==> config.mk <==
export PLATFORM = sky130hd
export DESIGN_NAME = seven_seg_scan_decoder
export DESIGN_NICKNAME = d
export VERILOG_FILES = /design/src/rtl/seven_seg_scan_decoder_pkg.sv /design/src/rtl/seven_seg_scan_decoder_filter.sv /design/src/rtl/seven_seg_scan_decoder.sv
export SDC_FILE = /design/constraint.sdc
export NUM_CORES = 1
export LEC_CHECK = 0
export ABC_AREA = 1
export CORE_ASPECT_RATIO = 0.7
export CORE_MARGIN = 2
export CORE_UTILIZATION = 30
export CTS_CLUSTER_SIZE = 16
export DETAILED_ROUTE_END_ITERATION = 8
export PLACE_DENSITY = 0.53
export SYNTH_ARGS = -nofsm -noshare
export SYNTH_HDL_FRONTEND = slang
export SYNTH_SLANG_ARGS = --single-unit
==> constraint.sdc <==
create_clock -name i_clk -period 5.44 [get_ports i_clk]
set_input_delay 1.632 -clock i_clk [delete_from_list [all_inputs] [get_ports i_clk]]
set_output_delay 1.632 -clock i_clk [all_outputs]
set_load 0.01 [all_outputs]
==> src/rtl/seven_seg_scan_decoder_pkg.sv <==
// Shared glyph/select codes and glyph decode for the seven-segment scan receiver.
// Patterns are active-low {dp,g..a}; select codes are active-low anodes.
package seven_seg_scan_decoder_pkg;

  localparam logic [7:0] GLYPH_L   = 8'hC7;
  localparam logic [7:0] GLYPH_R   = 8'hAF;
  localparam logic [7:0] GLYPH_B   = 8'h83;
  localparam logic [7:0] GLYPH_F   = 8'h8E;
  localparam logic [7:0] GLYPH_NIL = 8'hFF;

  localparam logic [3:0] SEL_POS0  = 4'b1110;
  localparam logic [3:0] SEL_POS1  = 4'b1101;
  localparam logic [3:0] SEL_NONE  = 4'b1111;

  localparam int KEY_W = 12;

  typedef enum logic [1:0] {
    POS_NONE = 2'd0,
    POS_0    = 2'd1,
    POS_1    = 2'd2
  } pos_e;

  typedef struct packed {
    logic       known;
    logic [1:0] bits;
  } glyph_dec_t;

  function automatic pos_e decode_sel(input logic [3:0] sel);
    pos_e p;
    case (sel)
      SEL_POS0: p = POS_0;
      SEL_POS1: p = POS_1;
      default:  p = POS_NONE;
    endcase
    return p;
  endfunction

  // bits is the 2-bit COMMAND field for that position; known=0 flags a glyph error.
  function automatic glyph_dec_t decode_glyph(input pos_e pos, input logic [7:0] pat);
    glyph_dec_t d;
    d.known = 1'b1;
    d.bits  = 2'b00;
    case (pos)
      POS_0: begin
        case (pat)
          GLYPH_R:   d.bits = 2'b01;
          GLYPH_L:   d.bits = 2'b10;
          GLYPH_NIL: d.bits = 2'b00;
          default:   d.known = 1'b0;
        endcase
      end
      POS_1: begin
        case (pat)
          GLYPH_B:   d.bits = 2'b01;
          GLYPH_F:   d.bits = 2'b10;
          GLYPH_NIL: d.bits = 2'b00;
          default:   d.known = 1'b0;
        endcase
      end
      default: d.known = 1'b0;
    endcase
    return d;
  endfunction

endpackage

==> src/rtl/seven_seg_scan_decoder_filter.sv <==
// Stability filter: one-cycle accept when a key has been seen STABLE_CYCLES times in a row.
// Accept is combinational from the current sample so the caller registers the result on that edge.
module seg_stability_filter #(
  parameter int STABLE_CYCLES = 4,
  parameter int WIDTH         = 12
) (
  input  logic             i_clk,
  input  logic             i_rst_n,
  input  logic [WIDTH-1:0] i_key,
  output logic             o_accept,
  output logic [WIDTH-1:0] o_key
);

  localparam logic [7:0] LP_STABLE = 8'(STABLE_CYCLES);

  logic [WIDTH-1:0] r_key;
  logic [7:0]       r_cnt;
  logic             w_same;
  logic [7:0]       w_cnt_next;

  always_comb begin
    w_same     = (i_key == r_key);
    w_cnt_next = 8'd1;
    if (w_same) begin
      w_cnt_next = (r_cnt >= LP_STABLE) ? r_cnt : r_cnt + 8'd1;
    end
    // Suppress re-accept while a saturated dwell continues.
    o_accept = (w_cnt_next == LP_STABLE) && !(w_same && (r_cnt == LP_STABLE));
    o_key    = i_key;
  end

  always_ff @(posedge i_clk or negedge i_rst_n) begin
    if (!i_rst_n) begin
      r_key <= '1;
      r_cnt <= 8'd0;
    end else begin
      r_key <= i_key;
      r_cnt <= w_cnt_next;
    end
  end

endmodule

==> src/rtl/seven_seg_scan_decoder.sv <==
// Recovers the 4-bit direction command from a multiplexed active-low seven-segment scan bus,
// with glitch filtering, unknown-glyph flagging and per-position staleness timeout.
module seven_seg_scan_decoder
  import seven_seg_scan_decoder_pkg::*;
#(
  parameter int STABLE_CYCLES  = 4,
  parameter int TIMEOUT_CYCLES = 1024
) (
  input  logic       i_clk,
  input  logic       i_rst_n,
  input  logic [3:0] i_sel,
  input  logic [7:0] i_digit,
  output logic [3:0] o_command,
  output logic       o_valid,
  output logic       o_glyph_err,
  output logic [7:0] o_dig0,
  output logic [7:0] o_dig1
);

  localparam int         TW         = $clog2(TIMEOUT_CYCLES + 1);
  localparam logic [TW-1:0] LP_TO     = TW'(TIMEOUT_CYCLES);
  localparam logic [TW-1:0] LP_TO_M1  = TW'(TIMEOUT_CYCLES - 1);

  logic [3:0]         r_sel_q;
  logic [7:0]         r_digit_q;
  logic               w_accept;
  logic [KEY_W-1:0]   w_acc_key;
  pos_e               w_acc_pos;
  glyph_dec_t         w_dec;
  logic [1:0]         w_acc;

  logic [3:0]         r_cmd, w_cmd_next;
  logic [1:0]         r_fresh, w_fresh_next;
  logic [1:0][TW-1:0] r_to, w_to_next;
  logic [1:0][7:0]    r_dig, w_dig_next;
  logic               r_err, w_err_next;
  logic               r_valid;

  always_ff @(posedge i_clk or negedge i_rst_n) begin
    if (!i_rst_n) begin
      r_sel_q   <= SEL_NONE;
      r_digit_q <= GLYPH_NIL;
    end else begin
      r_sel_q   <= i_sel;
      r_digit_q <= i_digit;
    end
  end

  seg_stability_filter #(
    .STABLE_CYCLES (STABLE_CYCLES),
    .WIDTH         (KEY_W)
  ) u_filter (
    .i_clk    (i_clk),
    .i_rst_n  (i_rst_n),
    .i_key    ({r_sel_q, r_digit_q}),
    .o_accept (w_accept),
    .o_key    (w_acc_key)
  );

  always_comb begin
    w_acc_pos = decode_sel(w_acc_key[11:8]);
    w_dec     = decode_glyph(w_acc_pos, w_acc_key[7:0]);
    w_acc[0]  = w_accept && (w_acc_pos == POS_0);
    w_acc[1]  = w_accept && (w_acc_pos == POS_1);
  end

  always_comb begin
    w_cmd_next   = r_cmd;
    w_fresh_next = r_fresh;
    w_to_next    = r_to;
    w_dig_next   = r_dig;
    w_err_next   = 1'b0;
    for (int p = 0; p < 2; p++) begin
      // Accept takes priority over a timeout landing on the same cycle.
      if (w_acc[p]) begin
        w_to_next[p]    = '0;
        w_fresh_next[p] = 1'b1;
        w_dig_next[p]   = w_acc_key[7:0];
        if (w_dec.known) begin
          w_cmd_next[2*p +: 2] = w_dec.bits;
        end else begin
          w_err_next = 1'b1;
        end
      end else if (r_to[p] != LP_TO) begin
        w_to_next[p] = r_to[p] + TW'(1);
        if (r_to[p] == LP_TO_M1) begin
          w_cmd_next[2*p +: 2] = 2'b00;
          w_dig_next[p]        = GLYPH_NIL;
          w_fresh_next[p]      = 1'b0;
        end
      end
    end
  end

  always_ff @(posedge i_clk or negedge i_rst_n) begin
    if (!i_rst_n) begin
      r_cmd   <= 4'b0000;
      r_fresh <= 2'b00;
      r_to    <= {LP_TO, LP_TO};
      r_dig   <= {GLYPH_NIL, GLYPH_NIL};
      r_err   <= 1'b0;
      r_valid <= 1'b0;
    end else begin
      r_cmd   <= w_cmd_next;
      r_fresh <= w_fresh_next;
      r_to    <= w_to_next;
      r_dig   <= w_dig_next;
      r_err   <= w_err_next;
      r_valid <= &w_fresh_next;
    end
  end

  assign o_command   = r_cmd;
  assign o_valid     = r_valid;
  assign o_glyph_err = r_err;
  assign o_dig0      = r_dig[0];
  assign o_dig1      = r_dig[1];

endmodule
==> impl_metrics.yaml, run 1 <==
synth:
  muxShareOfSynthArea_pct: 0
  syn-num-nets: 480
  synth_cells: 458
  synth.area.top_cells: "dfstp_2, dfrtp_1, nand2_1, inv_1, nand3_1"
  yosys.area.top_type_share_pct: 28.89
  async_flop_share_pct: 100.0
  seq_area_frac_synth_pct: 52.47
  ys.flop_type: "dfstp_2"
  synth_enable_flop_cells: 0
  synth.top_cells.by_count: "nand2_1, inv_1, dfstp_2, dfrtp_1, nand3_1"
  syn_avg_cell_area_um2: 8.340
  synth_area_um2: 3820
  synth_seq_cells: 78
  synth_cell_types: 30
  synth_xor_area_share_pct: 2.489
  post-synth-top-area-cell: "dfstp_2"
  synth.yosys.warnings: 0
  synth_compound_area_share_pct: 4.029
  synthSimpleGateAreaFrac_pct: 26.60
  yosysMostFrequentCell: "nand2_1"
  synth_top_family_by_area: "simple AND/OR/NAND/NOR gates"
  yosys.area_share.adder_pct: 2.620
timing:
  skew_ps: 6.041
  fmax_mhz: 330.6
  setup_viol: 0
  drv_slew: 0
  whs_ps: 381.7
  finalCriticalPeriod_ps: 3024
  worstMarginPinSlew_ps: 964.8
  tns_ps: 0
  grt_setup_unrepaired: "no"
  period_share_pct: 55.60
  max_slew_margin_pct: 35.68
  final-hold-violation-count: 0
route:
  vias_per_cell: 4.231
  drtPass1Iterations: 5
  ant_nets: 0
  via_count: 2822
  wl_um: 7745
  detail_route.wl_per_cell_um: 11.61
  drcViolationCount: 0
  drt_iter0_markers: 165
min_path:
  hold_class: "reg2reg"
  hold_depth: 0
clocking:
  cts_setup_buffers: 0
  cts_root_buf: "clkbuf_16"
  htree_levels: 3
  cts_resized: 0
  clock_latency_ps: 340
  cts_tree: "done"
  cts.hold.buffers_added: 0
  cts_sinks: 78
  clockBufferDepth: 2
  cts_buffers: 9
  path_clk_slew_ps: 50
critical_path:
  critPathSlowestCell: "dfstp_2"
  path_cells: "clkdlybuf4s50_1"
  critical-path-max-stage-delay_ps: 530
  path_delay_family: "flip-flops"
  timing_worst_setup_path_type: "reg2out"
  path_depth: 1
  critPathRequiredTime_ps: 3810
  cp-start-kind: "flop"
  crit_buf_inv: 1
  critPathCaptureType: "output port"
  critPathMaxFanout: 2
  arrival_ps: 1390
  rr_worst_depth: 12
power:
  power.density_nw_per_um2: 265.2
  ir_drop_v: 0.0001501
  cellLeakagePower_nw: 2.417
  p_total_w: 0.001222
die:
  fp.dieW_um: 138.9
  ios: 36
  initial_core_util_pct: 30.75
  fp-row-count: 34
  core_area_um2: 12420
  die_h_um: 98.41
  die_area_um2: 13670
flow_run:
  cap_violations: 0
global_route:
  grt_start_max_net_pins: 79
  grt_first_pass_wirelength_um: 13560
  grt.total_usage_pct: 12.63
  grt_overflow: 0
  grt_antenna_before_repair: 0
  grt_pass1_vias: 2841
cells_and_area:
  nets: 522
  syn_to_final_growth_pct: 20.60
  final_util_pct: 37.09
  diodes: 0
  drive_gt1_share_pct: 14.65
  instances_no_fill: 667
outcome:
  status: "finished, final reports clean"
place:
  place_inst: 651
  dp_hpwl_um: 5541
  portBuffers: 35
  place.gp.congestion: 0.8127
## cell type report
class,instances,area [um2]
inverters,108,405.4
flip-flops and latches,78,2004
repair buffers,35,347.8
clock buffers,16,281.5
well taps,162,202.7
multi-input cells,268,1365
fillers,1283,7815
## per-stage QoR
step	setup WS, ps	cell area, um2
after CTS	2392	4607
after global placement	2768	4325
after detailed placement	2760	4325
after floorplan	3279	3820
final	2416	4607
after global routing	2359	4607
## layer usage
layer  vias up  GRT usage [%]  share of wire (%)  wire length [um]
li1       1467              -                  -                 -
met5         -              0                  0                 0
met1      1275          17.39                 51              3937
met2        64          18.61                 41              3188
met4         0          5.517                2.5               193
met3        16          3.693                5.5               426
## sequential cells by signal (all words and copies together) (netlist names)
signal	cells
r_to	22
u_filter.r_key	12
o_dig0	8
o_dig1	8
r_digit_q	8
u_filter.r_cnt	8
o_command	4
r_sel_q	4
r_fresh	2
o_glyph_err	1
o_valid	1
## layout by cell type (no fill, tap or decap), types with 3 or more instances in the layout
cell	Yosys	routed
o21ai_0	4	4
o21ai_1	16	16
inv_1	104	104
dfrtp_1	36	36
ha_1	8	8
xnor2_1	3	3
nor2_1	32	32
a21oi_1	7	7
nand3b_1	5	5
nand3_1	34	34
nor2_2	4	4
nand4_1	6	6
clkbuf_8	0	3
clkbuf_16	0	9
dfstp_2	42	42
clkdlybuf4s50_1	0	34
nor3_1	10	10
nand2_1	116	116
xor2_1	6	6
clkbuf_1	0	4
## worst paths after layout
path,from,endpoint,slack [ps]
setup / recovery,o_dig0[3],o_dig0[3],2420
hold / removal,r_sel_q[0],u_filter.r_key[8],380
setup reg to reg,r_to[0],o_command[1],3290
hold reg to reg,r_sel_q[0],u_filter.r_key[8],380
max in group asynchronous,i_rst_n,r_to[1],3360
min in group asynchronous,i_rst_n,u_filter.r_cnt[6],1460
## cells by family after synthesis
| group | Yosys count |
|---|---|
| AND/OR/NAND/NOR | 221 |
| adder cells (fa/ha/maj) | 8 |
| buffers and inverters | 112 |
| AO/OA/AOI/OAI | 29 |
| flip-flops | 78 |
| XOR/XNOR | 10 |
## where the power goes
group | total [W] | internal (W) | switching, W
Combinational | 0.0000471 | 0.0000180 | 0.0000291
Sequential | 0.000611 | 0.000598 | 0.0000130
Clock | 0.000564 | 0.000347 | 0.000217
Power figures use the tool's default switching activity.
==> run 2: changes to the inputs <==
==> constraint.sdc (replaced) <==
create_clock -name i_clk -period 3 [get_ports i_clk]
set_input_delay 0.9 -clock i_clk [delete_from_list [all_inputs] [get_ports i_clk]]
set_output_delay 0.9 -clock i_clk [all_outputs]
set_load 0.01 [all_outputs]
==> impl_metrics.yaml, run 2 (synthesis results as in run 1) <==
clocking:
  clockBufferDepth: 2
  clock_latency_ps: 340
  cts_sinks: 78
  cts_root_buf: "clkbuf_16"
  cts.hold.buffers_added: 0
  path_clk_slew_ps: 60
  cts_resized: 0
  cts_tree: "done"
  htree_levels: 3
  cts_buffers: 9
  cts_setup_buffers: 0
route:
  drt_iter0_markers: 159
  wl_um: 8093
  via_count: 2848
  ant_nets: 0
  vias_per_cell: 4.263
  drtPass1Iterations: 4
  drcViolationCount: 0
  detail_route.wl_per_cell_um: 12.12
global_route:
  top_usage_layer: "met2"
  use_met2_pct: 18.72
  grt_pass1_vias: 2840
  grt_antenna_before_repair: 0
  grt_first_pass_wirelength_um: 13960
  grt_use_met3_pct: 3.936
  met1_usage_pct: 18.40
  grt_overflow: 0
  grt_start_max_net_pins: 47
  grt.total_usage_pct: 12.91
power:
  comb_power_share_pct: 3.7
  power.density_nw_per_um2: 512.0
  p_sw_w: 0.0005012
  seqPwrFrac_pct: 46.2
  power.internal_w: 0.001891
  switching_share_pct: 20.95
  clockPowerShare_pct: 50.0
  cellLeakagePower_nw: 2.452
  ir_drop_v: 0.0002672
critical_path:
  critPathCaptureType: "output port"
  arrival_ps: 1440
  crit_buf_inv: 1
  critical-path-max-stage-delay_ps: 560
  path_cells: "clkdlybuf4s50_1"
  cp-start-kind: "flop"
  timing_worst_setup_path_type: "reg2out"
  critPathMaxFanout: 2
  critPathRequiredTime_ps: 2100
  critPathSlowestCell: "dfstp_2"
  path_delay_family: "flip-flops"
timing:
  setup_ws_ps: 658.0
  tns_ps: 0
  max_slew_margin_pct: 69.19
  period_share_pct: 78.07
  skew_ps: 7.831
  grt_setup_unrepaired: "no"
  drv_slew: 0
  finalCriticalPeriod_ps: 2342
  final-hold-violation-count: 0
  setup_viol: 0
  fmax_mhz: 427.0
  worstMarginPinSlew_ps: 462.2
place:
  place.gp.congestion: 0.7576
  portBuffers: 35
  pre_cts_slack_ps: 849.3
  dp_hpwl_um: 5812
cells_and_area:
  nets: 523
  syn_to_final_growth_pct: 22.31
  diodes: 0
  final_cell_mix: "nand2_1, inv_1, dfstp_2, dfrtp_1"
  final_common_cell: "nand2_1"
  largestRegisters: "r_to (22), u_filter.r_key (12)"
  top_register: "r_to"
  final_util_pct: 37.61
  largest_reg_flops: 22
  drive_gt1_share_pct: 15.42
die:
  die_area_um2: 13670
  fp.dieW_um: 138.9
  fp-row-count: 34
  initial_core_util_pct: 30.75
  die_h_um: 98.41
  ios: 36
  core_area_um2: 12420
flow_run:
  cap_violations: 0
outcome:
  status: "finished, final reports clean"
min_path:
  hold_class: "reg2reg"
[run 2: path summary, 6_finish.rpt]
kind | start | end | slack [ps] | depth (start not counted)
min | r_sel_q[0] | u_filter.r_key[8] | 380 | 0
min in group asynchronous | i_rst_n | u_filter.r_cnt[0] | 520 | 1
min reg2reg | r_sel_q[0] | u_filter.r_key[8] | 380 | 0
max | o_dig1[3] | o_dig1[3] | 660 | 1
max in group asynchronous | i_rst_n | u_filter.r_key[0] | 1830 | 2
max reg2reg | r_digit_q[4] | r_to[21] | 880 | 10
[run 2: area by class of cell]
type                    count  area (um2)
fillers                  1277        7750
clock inverters             4       70.07
flip-flops and latches     78        2004
well taps                 162       202.7
inverters                 108       405.4
multi-input cells         268        1365
repair buffers             36       367.9
clock buffers              12       256.5
[run 2: power groups by stage]
stage / clock, W / sequential [W] / combinational, W
final: 0.00120 / 0.00111 / 0.0000894
after global routing: 0.00127 / 0.00111 / 0.000104
after CTS: 0.00123 / 0.00111 / 0.0000927
after global placement: 0 / 0.00112 / 0.0000919
after floorplan: 0 / 0.00111 / 0.0000412
after detailed placement: 0 / 0.00112 / 0.0000921
[run 2: per-stage QoR]
stage / std cells / area, um2 / power [W] / hold slack [ps]
after floorplan: 458 / 3820 / 0.001156 / 367.3
after global placement: 652 / 4345 / 0.001213 / 374.4
after detailed placement: 652 / 4345 / 0.001215 / 374.0
after CTS: 668 / 4672 / 0.002425 / 382.4
after global routing: 668 / 4672 / 0.002487 / 387.3
final: 668 / 4672 / 0.002392 / 380.8
[run 2: routing by layer]
| layer | part of all wire (%) | vias to the layer above |
|---|---|---|
| met5 | 0 | - |
| met4 | 1.4 | 0 |
| met3 | 4.6 | 9 |
| met2 | 41 | 57 |
| met1 | 53 | 1312 |
| li1 | - | 1470 |
==> run 3: changes to the inputs <==
==> constraint.sdc (replaced) <==
create_clock -name i_clk -period 2.3 [get_ports i_clk]
set_input_delay 0.69 -clock i_clk [delete_from_list [all_inputs] [get_ports i_clk]]
set_output_delay 0.69 -clock i_clk [all_outputs]
set_load 0.01 [all_outputs]
==> impl_metrics.yaml, run 3 (synthesis results as in run 1) <==
place:
  place.gp.congestion: 0.7735
  dp_hpwl_um: 5713
  portBuffers: 35
  pre_cts_slack_ps: 166.0
timing:
  drv_slew: 0
  setup_viol: 0
  period_share_pct: 91.96
  worstMarginPinSlew_ps: 459.8
  setup_ws_ps: 185.0
  fmax_mhz: 472.8
  skew_ps: 7.193
  grt_setup_unrepaired: "no"
  whs_ps: 365.3
  tns_ps: 0
  max_slew_margin_pct: 69.32
  final-hold-violation-count: 0
  finalCriticalPeriod_ps: 2115
clocking:
  htree_levels: 3
  cts_tree: "done"
  cts_buffers: 9
  cts_sinks: 78
  path_clk_slew_ps: 60
  clockBufferDepth: 2
  cts_root_buf: "clkbuf_16"
  cts.hold.buffers_added: 0
  clock_latency_ps: 330
critical_path:
  critPathMaxFanout: 14
  arrival_ps: 2370
  timing_worst_setup_path_type: "reg2reg"
  cp-start-kind: "flop"
  critPathCaptureType: "flop"
  critPathRequiredTime_ps: 2560
route:
  detail_route.wl_per_cell_um: 12.36
  wl_um: 8294
  ant_nets: 0
  drcViolationCount: 0
  vias_per_cell: 4.314
  via_count: 2895
  drt_iter0_markers: 195
  drtPass1Iterations: 4
cells_and_area:
  seq_area_um2: 2004
  final_common_cell: "nand2_1"
  top_register: "r_to"
  drive_gt1_share_pct: 16.31
  diodes: 0
  nets: 526
  multiInputGateArea_um2: 1394
  fillCellCount: 1263
  final_cell_mix: "nand2_1, inv_1, dfstp_2, dfrtp_1"
  largest_reg_flops: 22
  syn_to_final_growth_pct: 23.32
  largestRegisters: "r_to (22), u_filter.r_key (12)"
global_route:
  met1_usage_pct: 18.32
  grt_start_max_net_pins: 79
  grt_use_met3_pct: 4.373
  grt_overflow: 0
  grt.total_usage_pct: 12.86
  top_usage_layer: "met1"
  grt_first_pass_wirelength_um: 13990
  grt_antenna_before_repair: 0
  use_met2_pct: 18.04
  grt_pass1_vias: 2865
die:
  core_area_um2: 12420
  fp.dieW_um: 138.9
  die_area_um2: 13670
  fp-row-count: 34
  ios: 36
  initial_core_util_pct: 30.75
  die_h_um: 98.41
outcome:
  status: "finished, final reports clean"
power:
  ir_drop_v: 0.0003618
  cellLeakagePower_nw: 2.498
  p_total_w: 0.003063
  power.density_nw_per_um2: 650.2
min_path:
  hold_class: "in2async"
flow_run:
  cap_violations: 0
## run 3: critical path: stages (launching register included)
cell	delay, ps
dfstp_2	650
inv_2	60
nand2_1	50
nand2_1	70
clkinv_1	50
nand2_1	50
nor2_2	140
nand2_2	80
nor2_4	200
nand4_2	380
o21ai_1	250
inv_1	60
## run 3: through the flow
stage          instances  utilization, %  instance area, um2
4_1_cts              670           37.69                4682
5_1_grt              671           37.92                4711
6_report             671           37.92                4711
3_5_place_dp         654           35.10                4360
2_1_floorplan        458               -                3820
3_3_place_gp         654           35.10                4360
## run 3: where the power goes
part / leakage (nW) / internal (W) / switching (W)
clock: 0.161 / 0.000962 / 0.000541
sequential: 0.907 / 0.00141 / 0.0000254
combinational: 1.43 / 0.0000474 / 0.0000732
## run 3: area by class of cell
type                       count  area share, %
multi-input combinational    269          29.59
clock buffer                  13          5.976
clock inverter                 3         0.8499
timing repair buffer          38          8.127
sequential                    78          42.55
tap                          162          4.303
inverter                     108          8.606
## run 3: metal layers
| metal | part of all wire (%) | routed length (um) |
|---|---|---|
| met1 | 50 | 4156 |
| met2 | 41 | 3399 |
| met3 | 7.6 | 634 |
| met4 | 1.3 | 104 |
| met5 | 0 | 0 |
## run 3: repair_timing
item,CTS,global route
setup endpoints to repair,0,7
gates resized for setup,0,3
endpoints found under the hold margin,0,0
buffers inserted,0,0
## run 3: final timing paths
check / from / end / slack [ps] / depth (start not counted)
max in group asynchronous: i_rst_n / r_digit_q[2] / 1560 / 2
worst max register to register: r_digit_q[3] / o_dig0[3] / 190 / 11
worst min register to register: r_sel_q[2] / u_filter.r_key[10] / 380 / 0
min in group i_clk: r_sel_q[2] / u_filter.r_key[10] / 380 / 0
worst min-delay path: i_rst_n / o_glyph_err / 370 / 2
worst max-delay path: r_digit_q[3] / o_dig0[3] / 190 / 11
